--- src/rtl/line_buffer_reader_pkg.sv ---
// Shared types and constants for the scanline buffer read master.
package line_buffer_reader_pkg;

  typedef enum logic [1:0] {
    ST_IDLE  = 2'd0,
    ST_FETCH = 2'd1,
    ST_DRAIN = 2'd2,
    ST_DONE  = 2'd3
  } lbr_state_t;

  // Skid FIFO depth; this is also the total read credit available.
  localparam logic [1:0] FIFO_DEPTH = 2'd2;

endpackage

--- src/rtl/line_buffer_reader_pixel_skid_fifo.sv ---
// Two-entry pixel FIFO between the buffer read port and the downstream handshake.
module pixel_skid_fifo #(
  parameter int DATA_WIDTH = 16
) (
  input  logic                  clk,
  input  logic                  reset,
  input  logic                  push,
  input  logic [DATA_WIDTH-1:0] push_data,
  input  logic                  pop,
  output logic [DATA_WIDTH-1:0] head,
  output logic [1:0]            count
);

  logic [DATA_WIDTH-1:0] mem [2];
  logic                  wr_ptr;
  logic                  rd_ptr;

  always_ff @(posedge clk) begin
    if (reset) begin
      mem[0] <= '0;
      mem[1] <= '0;
      wr_ptr <= 1'b0;
      rd_ptr <= 1'b0;
      count  <= 2'd0;
    end else begin
      if (push) begin
        mem[wr_ptr] <= push_data;
        wr_ptr      <= ~wr_ptr;
      end
      if (pop) begin
        rd_ptr <= ~rd_ptr;
      end
      case ({push, pop})
        2'b10:   count <= count + 2'd1;
        2'b01:   count <= count - 2'd1;
        default: count <= count;
      endcase
    end
  end

  assign head = mem[rd_ptr];

endmodule

--- src/rtl/line_buffer_reader.sv ---
// Scanline buffer read master: fetches 0..len-1, streams with horizontal pixel repeat.
//   state    | meaning
//   ST_IDLE  | waiting for start
//   ST_FETCH | issuing reads while credits remain
//   ST_DRAIN | all reads issued, emptying the FIFO
//   ST_DONE  | line_done pulse, back to idle
module line_buffer_reader
  import line_buffer_reader_pkg::*;
#(
  parameter int DATA_WIDTH        = 16,
  parameter int BUFFER_ADDR_WIDTH = 8
) (
  input  logic                         clk,
  input  logic                         reset,
  input  logic                         start,
  input  logic [BUFFER_ADDR_WIDTH:0]   line_len,
  input  logic [1:0]                   scale,
  output logic [BUFFER_ADDR_WIDTH-1:0] buf_rd_addr,
  input  logic [DATA_WIDTH-1:0]        buf_rd_data,
  output logic [DATA_WIDTH-1:0]        px_data,
  output logic                         px_valid,
  input  logic                         px_ready,
  output logic                         busy,
  output logic                         line_done
);

  localparam logic [BUFFER_ADDR_WIDTH:0] IDX_ONE = {{BUFFER_ADDR_WIDTH{1'b0}}, 1'b1};

  lbr_state_t                 state;
  lbr_state_t                 state_nxt;
  logic [BUFFER_ADDR_WIDTH:0] len_q;
  logic [BUFFER_ADDR_WIDTH:0] idx;
  logic [1:0]                 scale_q;
  logic [1:0]                 rep;
  logic [1:0]                 fifo_count;
  logic [DATA_WIDTH-1:0]      fifo_head;
  logic                       accept_start;
  logic                       issue;
  logic                       last_issue;
  logic                       beat;
  logic                       pop;

  assign last_issue = (idx + IDX_ONE) == len_q;
  assign beat       = px_valid && px_ready;
  assign pop        = beat && (rep == scale_q);

  always_ff @(posedge clk) begin
    if (reset) begin
      state <= ST_IDLE;
    end else begin
      state <= state_nxt;
    end
  end

  // The buffer answers within the issue cycle, so a read is pushed at the
  // same edge that retires it; credits therefore reduce to free FIFO slots.
  always_comb begin
    state_nxt    = state;
    accept_start = 1'b0;
    issue        = 1'b0;
    case (state)
      ST_IDLE: begin
        if (start) begin
          accept_start = 1'b1;
          state_nxt    = (line_len == '0) ? ST_DONE : ST_FETCH;
        end
      end
      ST_FETCH: begin
        if (fifo_count < FIFO_DEPTH) begin
          issue = 1'b1;
          if (last_issue) begin
            state_nxt = ST_DRAIN;
          end
        end
      end
      ST_DRAIN: begin
        if ((fifo_count == 2'd0) || ((fifo_count == 2'd1) && pop)) begin
          state_nxt = ST_DONE;
        end
      end
      ST_DONE: begin
        state_nxt = ST_IDLE;
      end
      default: state_nxt = ST_IDLE;
    endcase
  end

  always_ff @(posedge clk) begin
    if (reset) begin
      len_q   <= '0;
      scale_q <= 2'd0;
      idx     <= '0;
      rep     <= 2'd0;
    end else if (accept_start) begin
      len_q   <= line_len;
      scale_q <= scale;
      idx     <= '0;
      rep     <= 2'd0;
    end else begin
      // Hold on the final word so the address never wraps inside a line.
      if (issue && !last_issue) begin
        idx <= idx + IDX_ONE;
      end else if (state == ST_DONE) begin
        idx <= '0;
      end
      if (beat) begin
        rep <= pop ? 2'd0 : rep + 2'd1;
      end
    end
  end

  pixel_skid_fifo #(
    .DATA_WIDTH(DATA_WIDTH)
  ) u_fifo (
    .clk      (clk),
    .reset    (reset),
    .push     (issue),
    .push_data(buf_rd_data),
    .pop      (pop),
    .head     (fifo_head),
    .count    (fifo_count)
  );

  assign buf_rd_addr = idx[BUFFER_ADDR_WIDTH-1:0];
  assign px_data     = fifo_head;
  assign px_valid    = fifo_count != 2'd0;
  assign busy        = state != ST_IDLE;
  assign line_done   = state == ST_DONE;

endmodule

--- config.mk ---
export PLATFORM = sky130hd
export DESIGN_NAME = line_buffer_reader
export DESIGN_NICKNAME = d
export VERILOG_FILES = /design/src/rtl/line_buffer_reader_pkg.sv /design/src/rtl/line_buffer_reader_pixel_skid_fifo.sv /design/src/rtl/line_buffer_reader.sv
export SDC_FILE = /design/constraint.sdc
export NUM_CORES = 1
export LEC_CHECK = 0
export CAP_MARGIN = 20
export CELL_PAD_IN_SITES_DETAIL_PLACEMENT = 1
export CELL_PAD_IN_SITES_GLOBAL_PLACEMENT = 2
export CORE_MARGIN = 2
export CORE_UTILIZATION = 33
export CTS_BUF_LIST = sky130_fd_sc_hd__clkbuf_16
export DETAILED_ROUTE_END_ITERATION = 6
export GPL_TIMING_DRIVEN = 0
export PLACE_DENSITY = 0.88
export SYNTH_ARGS = -nofsm -noshare
export SYNTH_HDL_FRONTEND = slang
export SYNTH_SLANG_ARGS = --single-unit
--- constraint.sdc ---
create_clock -name clk -period 3.5 [get_ports clk]
set_input_delay 0.7 -clock clk [delete_from_list [all_inputs] [get_ports clk]]
set_output_delay 0.7 -clock clk [all_outputs]
set_load 0.05 [all_outputs]
# Yosys cells after proc, flatten, opt, wreduce, memory -nomap -nowiden
# Memory sizes are Yosys's and may differ from the RTL's. A register that Yosys moved wholly into a read port is not among the register bits.
# Index checks and enable logic that the tools add are counted.
# totals
regBits	28
output_inout_bits	27
ramBits	32
memories	1
# mem_list
name	depth	width	rd	rd_clocked_by_memory_dff	write_ports	line_no	text
u_fifo.mem	2	16	1	1	2	line_buffer_reader_pixel_skid_fifo.sv:14	logic [DATA_WIDTH-1:0] mem [2];
# op_classes
n_reduce_logical	16
n_lt_le_gt_ge	1
mux	24
eq_ne	12
addsub	4
bitwise	2
# ops
op	count
two-way mux 9 bit	2
two-way mux 16 bit	1
OR reduction 16 bit	1
two-way mux 1 bit	13
two-way mux 2 bit	6
adder 9 x 1 -> 9 bit, second input constant	1
== test 9 bit	1
logical NOT 9 bit	1
inequality test 2 bit, second input constant	4
one-hot mux 2 bit (4 select lines)	1
nonzero test 2 bit	4
== test 2 x 1 -> 1 bit, second input constant	3
== test 2 bit, second input constant	3
adder 2 x 1 -> 2 bit, second input constant	2
logical AND 1 bit	4
logical NOT 2 bit	2
one-hot mux 2 bit (2 select lines)	1
AND reduction 4 bit	1
== test 2 bit	1
< comparator 2 bit, second input constant	1
NOT 1 bit	2
OR reduction 2 bit	1
subtractor 2 x 1 -> 2 bit, second input constant	1
logical NOT 1 bit	1
logical OR 1 bit	1

# Logic depth before layout (Yosys ltp)
# Gate-level depths: netlist of run 1.
# logic_depth
depth_word	8
depth_mapped	10

# By module
# Synthesis of run 1 repeated with hierarchy kept, for this count alone.
# unflattened
cells_unflattened	307
area_unflattened_um2	3166.8
# by_module_without_submodules
mod	cells_per_inst	seq_area_each_um2	instances	area_each_um2
pixel_skid_fifo	125	1061.0	1	1597.8
line_buffer_reader	182	480.5	1	1569.0

# Worst setup path before layout of run 1
# No wires, ideal clock.
# synth_path
kind	reg-to-reg
from	register idx[1]
to	register state[1]
t_arrival_ns	2.430
path_stages_with_launch	9
setup_time_ns	0.121
required_time_ns	3.379
path_slack_ns	0.949
path_buffers	1
cell_sequence	dfxtp_1 ha_1 buf_6 nand3b_1 a221o_1 a222oi_1 o211ai_2 a211o_1 mux2_4
# synth_between
elab_chain_cells	4
# synth_rtl
element	line_no	text
from (decl)	line_buffer_reader.sv:32	logic [BUFFER_ADDR_WIDTH:0] idx;
from (signal assigned)	line_buffer_reader.sv:102	idx <= idx + IDX_ONE;
adder 9 x 1 -> 9 bit	line_buffer_reader.sv:43	assign last_issue = (idx + IDX_ONE) == len_q;
== test 9 bit	line_buffer_reader.sv:43	
inequality test 2 bit (no line)	-	
AND reduction 4 bit (no line)	-	
to (signal assigned)	line_buffer_reader.sv:51	state <= state_nxt;
to (decl)	line_buffer_reader.sv:29	lbr_state_t state;
# No other way between the ends.
# A chain may end at the register's enable or synchronous reset.

==> results of run 1 <==
[routing by layer]
layer  GRT usage  routed length, um
met1       0.214               3700
met2       0.308               4660
met3      0.0441                266
met4      0.0607                133
met5           0                  0
[cell usage after synthesis (all sizes together) (7+ instances only)]
cell	number
mux2	17
edfxtp	32
xor2	9
nor3	9
a21oi	19
inv	9
buf	16
and2	36
clkbuf	11
dfxtp	29
nor2	9
ha	9
nand2	35
nand3	13
xnor2	7
[placed cells by master, fill, tap and decap left out, drive strengths merged, types with 7 or more instances in the layout]
cell / synthesis / routed
nor2: 9 / 9
buf: 16 / 16
mux2: 17 / 17
and2: 36 / 36
dfxtp: 29 / 29
nor3: 9 / 9
nand2: 35 / 35
xor2: 9 / 9
nand3: 13 / 13
inv: 9 / 12
xnor2: 7 / 7
edfxtp: 32 / 32
ha: 9 / 9
a21oi: 19 / 19
clkdlybuf4s50: 0 / 57
clkbuf: 11 / 20
[registers in the layout, indices dropped and copies added (netlist names), named ones only]
register	cells
state	2
u_fifo.mem	32
scale_q	2
u_fifo.count	2
u_fifo.rd_ptr	1
rep	2
len_q	9
u_fifo.wr_ptr	1
idx	9
[power by group through the flow]
stage	clock, W	combinational [W]	sequential (W)
CTS	0.000846	0.00127	0.000978
detailed placement	0	0.00125	0.000993
floorplan	0	0.000873	0.000968
global placement	0	0.00123	0.000981
finish	0.000839	0.00125	0.000976
global route	0.000876	0.00136	0.000994
[critical path: stages (launching register included)]
cell and delay [ns]:
dfxtp_1 0.30, clkbuf_1 0.31, buf_1 0.50, mux2_2 0.40, clkdlybuf4s50_1 0.72
[worst paths after layout]
check	to	slack, ns	cells past startpoint
worst max-delay path	px_data[5]	0.23	4
worst min-delay path	len_q[1]	0.47	2
worst max register to register	state[1]	0.31	8
worst min register to register	len_q[1]	0.47	2
[logic make-up after synthesis]
family | Yosys count | synth area share
compound gates | 48 | 0.0988
xor+xnor | 16 | 0.0432
fa+ha+maj | 9 | 0.0347
buf+inv | 36 | 0.0556
flops | 61 | 0.475
mux | 17 | 0.0602
simple gates | 138 | 0.232
[area by class of cell]
type,count,area [um^2]
Clock buffer,9,225
Sequential cell,61,1540
Clock inverter,7,48.8
Buffer,27,146
Tap cell,133,166
Multi-Input combinational cell,228,1530
Inverter,9,33.8
Fill cell,1097,5380
Timing Repair Buffer,57,571
[metrics by stage]
stage	total power (W)	area (um^2)	hold WS [ns]	util	setup WS, ns
finish	0.00307	4260	0.468	0.442	0.232
global route	0.00323	4260	0.484	0.442	0.0631
CTS	0.00309	4260	0.470	0.442	0.157
detailed placement	0.00225	3980	0.463	0.413	0.367
global placement	0.00221	3980	0.462	0.413	0.339
floorplan	0.00184	3240	0.448	-	0.949
==> impl_metrics.csv, run 1 <==
group,metric,value,unit
drt,vias,2667,
drt,drt-initial-drc-count,82,
clocking,cts_hold_buf,0,
pwr,p_per_area,721,nW/um^2
timing,grt_setup_unrepaired,"false",
logic_synthesis,synth_cell_types,49,
pwr,clockPowerShare,0.273,
worst_hold_path,min_path_type,"flip-flop to flip-flop",
worst_setup_path,end_kind,"output port",
layout,final-instance-count-excl-fill,531,
clocking,cts-root-buf,"clkbuf_16",
pwr,p_switching,0.00123,W
pwr,power_leakage,1.59,nW
logic_synthesis,yosysTopAreaCell,"edfxtp_1",
worst_setup_path,timing.rr.start,"idx[1]",
worst_setup_path,required,2.80,ns
timing,max_freq,306,MHz
logic_synthesis,synth-warning-count,0,
layout,final_nets,433,
logic_synthesis,yosys-top-cells-area,"edfxtp_1 (30%), dfxtp_1 (18%), and2_1 (6.9%)",
clocking,cts_made_buffers,9,
logic_synthesis,postSynthCellCount,325,
logic_synthesis,avgSynthCellArea,9.98,um^2
flow_run,drv_cap,0,
floorplanning,die-area,10600,um^2
worst_setup_path,startpoint_type,"flip-flop",
logic_synthesis,synth-seq-cells,61,
layout,diodes,0,
worst_hold_path,hp-start,"len_q[1]",
place,hpwlAfterDp,6360,um
place,placed_cells,515,
pwr,swShare,0.401,
place,finalWeightedCongestion,0.790,
logic_synthesis,netlist.area_leader.share,0.296,
drt,first_pass_iters,4,
timing,fin_crit,3.27,ns
logic_synthesis,async_flop_share,0,
pwr,seq_power_share,0.318,
logic_synthesis,syn-cell-area,3240,um^2
drt,vias_per_cell,5.02,
clocking,cts_resized,0,
floorplanning,rows,36,
clocking,cts_tree,"done",
floorplanning,core_area,9640,um^2
floorplanning,fp.dieW,103,um
grt,grt_max_degree,17,
logic_synthesis,seq_area_frac_synth,0.475,
grt,grt_overflow_total,0,
timing,hold_viol,0,
clocking,cts_sinks,61,
timing,fin_skew,0.00806,ns
floorplanning,ios,58,
drt,drtAntennaViolNets,0,
layout,area_delta_synth_final,31.3,%
grt,antenna_found_initial,0,
drt,wl,8760,um
pwr,vdd_drop_max,0.000348,V
pwr,internal-power,0.00184,W
clocking,htreeDepth,3,
clocking,worstSkewPairLatency,0.33,ns
drt,wl_per_cell,16.5,um
drt,post-route-drc-count,0,
timing,relSlewSlack,0.384,
place,portBuffers,57,
timing,tightest_slew,0.924,ns
timing,fin_setup_tns,0,ns
worst_setup_path,cp.arrival,2.57,ns
worst_setup_path,path_max_fanout,10,
run_status,status,"finished, final reports clean",
worst_setup_path,path_class,"flip-flop to output port",
timing,drv_slew,0,
logic_synthesis,synth_nets,365,
layout,drive_above_1_share,0.126,
logic_synthesis,yosys_most_used_dff,"edfxtp_1",
grt,track_usage,0.177,
logic_synthesis,synth_edf_count,32,
grt,grt_pass1_vias,2900,
pwr,combPwrFrac,0.409,
floorplanning,start_util,0.336,
grt,grt_first_pass_wirelength,14400,um
timing,fin_crit_sh,0.934,
timing,setup_viol,0,
clocking,post_cts_buffers,0,
clocking,cts.path.max_buffers,2,
clocking,clk_pin_slew,0.06,ns
floorplanning,die_y,103,um
Power figures use the tool's default switching activity.
==> run 2, diff against run 1 <==
--- a/config.mk
+++ b/config.mk
@@ -5,7 +5,6 @@
 export SDC_FILE = /design/constraint.sdc
 export NUM_CORES = 1
 export LEC_CHECK = 0
-export CAP_MARGIN = 20
 export CELL_PAD_IN_SITES_DETAIL_PLACEMENT = 1
 export CELL_PAD_IN_SITES_GLOBAL_PLACEMENT = 2
 export CORE_MARGIN = 2
==> results of run 2 <==
The final DEF is identical to that of run 1; final timing and power are the same.
